===== config.mk =====
export PLATFORM = sky130hd
export DESIGN_NAME = multi_cycle_sequencer
export DESIGN_NICKNAME = d
export VERILOG_FILES = /design/src/rtl/cpu_pkg.sv /design/src/rtl/latency_timer.sv /design/src/rtl/multi_cycle_sequencer.sv
export SDC_FILE = /design/constraint.sdc
export NUM_CORES = 1
export LEC_CHECK = 0
export CAP_MARGIN = 30
export CORE_ASPECT_RATIO = 0.5
export CORE_MARGIN = 10
export CORE_UTILIZATION = 40
export DETAILED_ROUTE_END_ITERATION = 8
export PLACE_DENSITY = 0.66
export SLEW_MARGIN = 5
export SYNTH_ARGS = -nofsm -noshare
export SYNTH_HDL_FRONTEND = slang
export SYNTH_SLANG_ARGS = --single-unit

===== constraint.sdc =====
create_clock -name clk -period 5.2 [get_ports clk]
set_clock_uncertainty 0.2 [all_clocks]
set_input_delay 1.04 -clock clk [delete_from_list [all_inputs] [get_ports clk]]
set_output_delay 1.04 -clock clk [all_outputs]
set_load 0.01 [all_outputs]

===== src/rtl/cpu_pkg.sv =====
// Shared definitions for the 8-opcode core: sequencer states and opcode encodings.
package cpu_pkg;

  localparam int unsigned OPW     = 3;
  localparam int unsigned TIMER_W = 4;

  typedef enum logic [2:0] {
    IDLE,
    FETCH,
    DECODE,
    EXEC,
    MEM,
    WB,
    HALT
  } seq_state_t;

  localparam logic [OPW-1:0] OP_ADD   = 3'b000;
  localparam logic [OPW-1:0] OP_ROR   = 3'b001;
  localparam logic [OPW-1:0] OP_NAND  = 3'b010;
  localparam logic [OPW-1:0] OP_LOAD  = 3'b011;
  localparam logic [OPW-1:0] OP_STORE = 3'b100;
  localparam logic [OPW-1:0] OP_MOVE  = 3'b101;
  localparam logic [OPW-1:0] OP_BNE   = 3'b110;
  localparam logic [OPW-1:0] OP_SET   = 3'b111;

endpackage


===== src/rtl/latency_timer.sv =====
// Down-counter that times the data-memory access window.
module latency_timer
  import cpu_pkg::*;
(
  input  logic               clk,
  input  logic               reset,
  input  logic               load,
  input  logic [TIMER_W-1:0] load_val,
  input  logic               dec,
  output logic               expired_c
);

  logic [TIMER_W-1:0] count;

  // Load on entry to the window, then count down and park at zero.
  always_ff @(posedge clk) begin
    if (reset) begin
      count <= '0;
    end else if (load) begin
      count <= load_val;
    end else if (dec && (count != '0)) begin
      count <= count - TIMER_W'(1);
    end
  end

  assign expired_c = (count == '0);

endmodule


===== src/rtl/multi_cycle_sequencer.sv =====
// Multi-cycle instruction sequencer: owns pc, per-cycle enables, start/done handshake
// and the performance counters.
module multi_cycle_sequencer
  import cpu_pkg::*;
#(
  parameter int unsigned PCW     = 10,
  parameter int unsigned MEM_LAT = 1,
  parameter int unsigned CNTW    = 16
) (
  input  logic            clk,
  input  logic            reset,
  input  logic            start,
  input  logic [2:0]      opcode,
  input  logic            halt_req,
  input  logic            ne_flag,
  input  logic [PCW-1:0]  branch_target,
  output logic [PCW-1:0]  pc,
  output logic            ir_load,
  output logic            reg_we,
  output logic            mem_re,
  output logic            mem_we,
  output logic            done,
  output logic [CNTW-1:0] cycle_count,
  output logic [CNTW-1:0] instr_count
);

  seq_state_t     state;
  seq_state_t     state_n;
  logic           start_q;
  logic           start_rise_c;
  logic [PCW-1:0] pc_n;
  logic           retire_c;
  logic           clear_c;
  logic           active_c;
  logic           timer_load_c;
  logic           timer_exp_c;
  logic           mem_store_q;
  logic           mem_store_n;

  assign start_rise_c = start & ~start_q;
  assign active_c     = (state != IDLE) && (state != HALT);

  // Memory wait window, armed on the EXEC to MEM transition.
  latency_timer u_timer (
    .clk       (clk),
    .reset     (reset),
    .load      (timer_load_c),
    .load_val  (TIMER_W'(MEM_LAT - 1)),
    .dec       (state == MEM),
    .expired_c (timer_exp_c)
  );

  // Next state, next pc and retire/clear strobes.
  always_comb begin
    state_n      = state;
    pc_n         = pc;
    retire_c     = 1'b0;
    clear_c      = 1'b0;
    timer_load_c = 1'b0;
    mem_store_n  = mem_store_q;
    case (state)
      IDLE, HALT: begin
        if (start_rise_c) begin
          state_n = FETCH;
          clear_c = 1'b1;
        end
      end
      FETCH:  state_n = DECODE;
      DECODE: state_n = halt_req ? HALT : EXEC;
      EXEC: begin
        case (opcode)
          OP_LOAD, OP_STORE: begin
            state_n      = MEM;
            timer_load_c = 1'b1;
            mem_store_n  = (opcode == OP_STORE);
          end
          OP_BNE: begin
            state_n  = FETCH;
            retire_c = 1'b1;
            pc_n     = ne_flag ? branch_target : pc + PCW'(1);
          end
          default: state_n = WB;
        endcase
      end
      MEM: begin
        if (timer_exp_c) begin
          if (mem_store_q) begin
            state_n  = FETCH;
            retire_c = 1'b1;
            pc_n     = pc + PCW'(1);
          end else begin
            state_n = WB;
          end
        end
      end
      WB: begin
        state_n  = FETCH;
        retire_c = 1'b1;
        pc_n     = pc + PCW'(1);
      end
      default: state_n = IDLE;
    endcase
  end

  // State, pc, saturating counters and enables registered from the next state.
  always_ff @(posedge clk) begin
    if (reset) begin
      state       <= IDLE;
      start_q     <= 1'b0;
      mem_store_q <= 1'b0;
      pc          <= '0;
      cycle_count <= '0;
      instr_count <= '0;
      ir_load     <= 1'b0;
      reg_we      <= 1'b0;
      mem_re      <= 1'b0;
      mem_we      <= 1'b0;
      done        <= 1'b0;
    end else begin
      state       <= state_n;
      start_q     <= start;
      mem_store_q <= mem_store_n;
      if (clear_c) begin
        pc          <= '0;
        cycle_count <= '0;
        instr_count <= '0;
      end else begin
        pc <= pc_n;
        if (active_c && (cycle_count != '1)) begin
          cycle_count <= cycle_count + CNTW'(1);
        end
        if (retire_c && (instr_count != '1)) begin
          instr_count <= instr_count + CNTW'(1);
        end
      end
      ir_load <= (state_n == FETCH);
      reg_we  <= (state_n == WB);
      mem_re  <= (state_n == MEM) && !mem_store_n;
      mem_we  <= timer_load_c && mem_store_n;
      done    <= (state_n == HALT);
    end
  end

endmodule


Yosys cells after proc, flatten, opt, wreduce, memory -nomap -nowiden

Cells that the tools add are included.

Multiplexer cells: 21
Bitwise logic cells: 2
Equality and inequality tests: 19
Add/subtract/negate cells: 4
Reductions and logical operators: 17

Operator list:

| operator                                            | number |
|---|---|
| two-way mux 10 bit                                  | 4 |
| adder 16 x 1 -> 16 bit, second input constant       | 2 |
| inequality test 16 bit, second input constant       | 2 |
| case mux 10 bit (3 select lines)                    | 1 |
| equality test 3 bit, second input constant          | 8 |
| case mux 3 bit (6 select lines)                     | 1 |
| two-way mux 3 bit                                   | 4 |
| adder 10 x 1 -> 10 bit, second input constant       | 1 |
| equality test 3 x 2 -> 1 bit, second input constant | 3 |
| two-way mux 1 bit                                   | 9 |
| OR reduction 2 bit                                  | 4 |
| equality test 3 x 1 -> 1 bit, second input constant | 2 |
| logical AND 1 bit                                   | 6 |
| inequality test 2 bit, second input constant        | 3 |
| case mux 3 bit (2 select lines)                     | 1 |
| nonzero test 3 bit                                  | 2 |
| zero test 4 bit                                     | 1 |
| AND reduction 4 bit                                 | 1 |
| nonzero test 4 bit                                  | 1 |
| subtractor 4 x 1 -> 4 bit, second input constant    | 1 |
| zero test 3 bit                                     | 1 |
| inequality test 3 bit, second input constant        | 1 |
| case mux 1 bit (3 select lines)                     | 1 |
| AND 1 bit                                           | 1 |
| other kinds (2)                                     | 2 |

Output and inout port bits: 47
Logic and storage cells: 75
Flip-flop bits (word level): 56
Bits of input ports: 18

Depth between registers and ports, before layout

Depth in word-level cells: 6
Mapped depth: 9
Depth with buffers taken out: 7

Hierarchy

A second synthesis with hierarchy kept.

Cells, all modules: 358
Area total of the unflattened synthesis: 3037.9 um2

By module, submodules not included:

| module                | sequential area each (um2) | cells each | instances | area an instance (um2) |
|---|---|---|---|---|
| multi_cycle_sequencer | 1041.0                     | 329        | 1         | 2775.2 |
| latency_timer         | 80.1                       | 29         | 1         | 262.8 |

Least setup slack after synthesis

No wires, ideal clock.

Path type: input -> register
From: in opcode[0]
To: reg instr_count[11]
Required time: 4884 ps
Path slack: 2646 ps
Path buffers: 1
Data arrival time: 2238 ps
Cell stages on the path: 6
Setup time: 116 ps
Cells stage by stage: nand3b_1 -> or2_1 -> buf_6 -> a221oi_4 -> a31oi_1 -> a41o_1

Cells in the longest elaborated chain, start to end: 4

RTL lines:

| element                         | RTL line                     | text |
|---|---|---|
| start, declared                 | multi_cycle_sequencer.sv:13  | `input logic [2:0] opcode,` |
| equality test 3 bit             | multi_cycle_sequencer.sv:71  | `case (opcode)` |
| two-way mux 1 bit               | multi_cycle_sequencer.sv:71  |  |
| case mux 1 bit (3 select lines) | multi_cycle_sequencer.sv:61  | `case (state)` |
| logical AND 1 bit               | multi_cycle_sequencer.sv:132 | `if (retire_c && (instr_count != '1)) begin` |
| end signal, assigned            | multi_cycle_sequencer.sv:133 | `instr_count <= instr_count + CNTW'(1);` |
| end, declared                   | multi_cycle_sequencer.sv:24  | `output logic [CNTW-1:0] instr_count` |

Every way passes these cells.
A chain may end at the register's enable or synchronous reset.

Final worst setup path

From: in opcode[0]
To: reg pc[9]

Cells in the longest elaborated chain, start to end: 3

RTL lines:

| element                                | RTL line                     | text |
|---|---|---|
| equality test 3 bit                    | multi_cycle_sequencer.sv:71  |  |
| inequality test 2 bit (no source line) | n/a                          |  |
| AND reduction 4 bit (no source line)   | n/a                          |  |
| end signal, assigned                   | multi_cycle_sequencer.sv:128 | `pc <= pc_n;` |
| end, declared                          | multi_cycle_sequencer.sv:17  | `output logic [PCW-1:0] pc,` |

Every way passes these cells.

==> results by group <==
Status
  • Status: complete, no violations

Placement
  • Post-placement setup slack: ~1.8 ns
  • Port bufs: 64
  • Area of placed instances: around 3600 sq um
  • Placer Congestion: 0.798
  • Dpl hpwl: roughly 5600 um
  • Post-Place Cells: 501

Floorplan
  • Num ports: 65
  • Starting density of the core: 0.408
  • Die Footprint: around 11000 sq um
  • Core area: 7270 sq um
  • Die Y: 80.9 um
  • Die W: 142 um
  • FP Rows: 22

Drt
  • WL/cell: 14.7 um
  • Via density: 5.47
  • DRC viols: 0
  • Post-Route WL: 7510 um
  • Iteration-0 DRC Markers: 169
  • DR pass1 iterations: 5
  • ANT nets after route: 0
  • Via count: 2789

Synthesis
  • Number of synthesized register bits: 56
  • Cells after Synth: 357
  • Distinct cells, synth: 59
  • Synth Warn #: 0
  • Sequential area share after synthesis: 0.378
  • Main flop type after synthesis: dfxtp_1
  • Average size of a mapped cell: 8.30 sq um
  • Synth Cell Area: 2960 sq um
  • Post-Syn Nets: 380
  • EDFF count, synth: 0
  • Ys async rst share: 0

Global routing
  • Initial antenna violation count: 0
  • GRT overflow: 0
  • Grt peak-use layer: met2
  • Met3 Track Usage GR: 0.0413
  • GR Layer Usage met2: 0.213
  • Largest net degree at the start of global routing: 29
  • M1 GR Usage: 0.161
  • First-pass GRT wire length: 12500 um
  • Vias in the first global route: ~2600
  • GRT Total Usage: 0.129

Power and ir drop
  • Cell area power density: just over 300 nW/um^2
  • Peak supply drop: 165 uV
  • Pleak: 1.30 nW

Critical path
  • CP endpoint kind: flop
  • Critical path type: primary input to flop
  • Crit-path cells: clkdlybuf4s50_1, nand3b_1, or2_1, o21ai_1, a21oi_1, a211oi_1
  • Worst EP arrival: 3.12 ns
  • CP required: 5.21 ns
  • R2R cell count: 5
  • Buf/Inv on CP: 1
  • Reg2Reg Setup Slack: 2.28 ns
  • Delay-heaviest family, CP: compound AO/OA/AOI/OAI gates
  • Crit-path max FO: 14
  • FF-to-FF Start: state[2]
  • R2r endpoint: pc[9]
  • Delay of the slowest critical-path stage: 0.56 ns
  • Slowest-stage cell, CP: o21ai_1
  • CP startpoint kind: primary input

Cells and area
  • Area Overhead vs Synth: 28.8%
  • Ratio of cells with drive above 1 in the final layout: 0.0483
  • Final design instance area without fill: roughly 3800 sq um
  • Finished Layout Cells: 510
  • NumNets Final: 436
  • Layout filler cell count: around 680
  • Ant. Diodes: 0

Min path
  • Hold Path Stages: 2
  • WHS Endpoint: cycle_count[15]
  • Hold WC Path Type: flop to flop
  • HP Start: cycle_count[15]

Clocking
  • Max Root-Sink Buffers: 2
  • Cts-stage hold buffer count: 0
  • Post-CTS Resized: 0
  • Postcts setup bufs: 0
  • CTS clk-pin slew, worst paths: roughly 0.070 ns
  • CTS root buffer: clkbuf_16
  • Num CTS Buffers: 5
  • Clock Latency Late Sink: about 0.29 ns
  • TritonCTS clock tree: done
  • Number of sinks on the clock net: 56
  • H-Tree Depth: 2

STA
  • Max Fclk: 321 MHz
  • Setup ws final: approximately 2.1 ns
  • Setup TNS: 0 ns
  • Period minus WS final: 3.12 ns
  • Setup-failing EPs final: 0
  • Final Hold Viols: 0
  • Max Slew Vio Count: 0
  • Least-Margin Pin Slew: between 0.9 and 1 ns
  • Rel. slew slack: 0.370
  • RSZ-0062 raised after global routing: no
  • Fin crit share: 0.599

Run
  • Max-cap violations: 0
==> cells in the mapped netlist, types with 4 or more instances <==
library cell	number	share of area
xnor2_1	17	0.050
nor3_1	4	0.0068
and4_1	4	0.012
clkbuf_1	5	0.0063
inv_1	11	0.014
nor2_1	52	0.066
nand2_1	33	0.042
o31ai_1	5	0.013
nand4_1	7	0.015
dfxtp_1	56	0.38
nand2b_1	5	0.011
a22o_1	4	0.012
a211oi_1	11	0.028
mux2i_1	6	0.020
nor2b_1	4	0.0084
and3_1	8	0.017
a21oi_1	22	0.037
nand3_1	14	0.024
ha_1	5	0.021
o21ai_0	15	0.025
xor2_1	4	0.012
buf_2	9	0.015
==> worst max path at each step <==
stage	start	slack, ns	depth (start not counted)	end
final	opcode[0]	2.08	6	pc[9]
after global routing	opcode[0]	1.96	6	pc[9]
after CTS	opcode[0]	2.13	6	pc[9]
after detailed placement	opcode[0]	1.83	6	pc[9]
after global placement	opcode[0]	1.93	6	pc[0]
after floorplan	opcode[0]	2.65	6	instr_count[11]
==> cells by family (layout without fill, tap and decap cells) <==
| kind of cell | count (synthesis) | after routing | synth area share |
|---|---|---|---|
| xor+xnor | 21 | 21 | 0.0620 |
| buf+inv | 29 | 86 | 0.0469 |
| simple gates | 151 | 151 | 0.258 |
| compound gates | 89 | 89 | 0.214 |
| flops | 56 | 56 | 0.378 |
| fa+ha+maj | 5 | 5 | 0.0211 |
| mux | 6 | 6 | 0.0203 |
==> state kept, by name, indices dropped and copies added (netlist names), 3 cells and up <==
| name | cells |
|---|---|
| state | 3 |
| instr_count | 16 |
| pc | 10 |
| cycle_count | 16 |
| u_timer.count | 4 |
==> area by class of cell <==
| type | instances | area (sq um) | area share |
|---|---|---|---|
| Clock buffer | 5 | 125 | 0.0328 |
| Clock inverter | 3 | 42.5 | 0.0111 |
| Inverter | 11 | 41.3 | 0.0108 |
| Multi-Input combinational cell | 272 | 1700 | 0.446 |
| Sequential cell | 56 | 1120 | 0.294 |
| Tap cell | 96 | 120 | 0.0315 |
| Timing Repair Buffer | 67 | 663 | 0.174 |
==> layout by cell type, fill, tap and decap left out, types with 3 or more instances in the layout <==
cell type        Yosys  final
and3_1               8      8
nand3_1             14     14
a221oi_1             3      3
a211oi_1            11     11
o31ai_1              5      5
ha_1                 5      5
nor2b_1              4      4
mux2i_1              6      6
nand2_1             33     33
o21ai_0             15     15
inv_1               11     11
nand2b_1             5      5
and4_1               4      4
nand4_1              7      7
a21oi_1             22     22
a22o_1               4      4
xnor2_1             17     17
nor2_1              52     52
nor3_1               4      4
a31oi_1              3      3
or4_1                3      3
dfxtp_1             56     56
clkbuf_16            0      5
xor2_1               4      4
a22oi_1              3      3
clkdlybuf4s50_1      0     64
==> report_power, final <==
part,switching [mW],total [mW],internal [mW]
Combinational,0.165,0.282,0.117
Clock,0.153,0.379,0.226
Sequential,0.0461,0.497,0.450
Total,0.364,1.16,0.794
==> worst min-delay path, cell delays in order, from the launching register on <==
cell and delay (ns):
dfxtp_1 0.33, o41ai_1 0.06, a21oi_1 0.05
==> per-layer routing <==
metal / wire length (um) / part of all wire
met1: 3600 / 0.48
met2: 3350 / 0.45
met3: 482 / 0.064
met4: 71 / 0.0095
met5: 0 / 0
==> per-stage QoR <==
stage                     power (mW)  hold WS, ns  utilization
after floorplan                0.707        0.291            -
after global placement         0.783        0.285        0.501
after detailed placement       0.785        0.288        0.501
after CTS                       1.17        0.298        0.524
after global routing            1.23        0.333        0.525
final                           1.16        0.298        0.525
(Power assumes the default switching activity.)
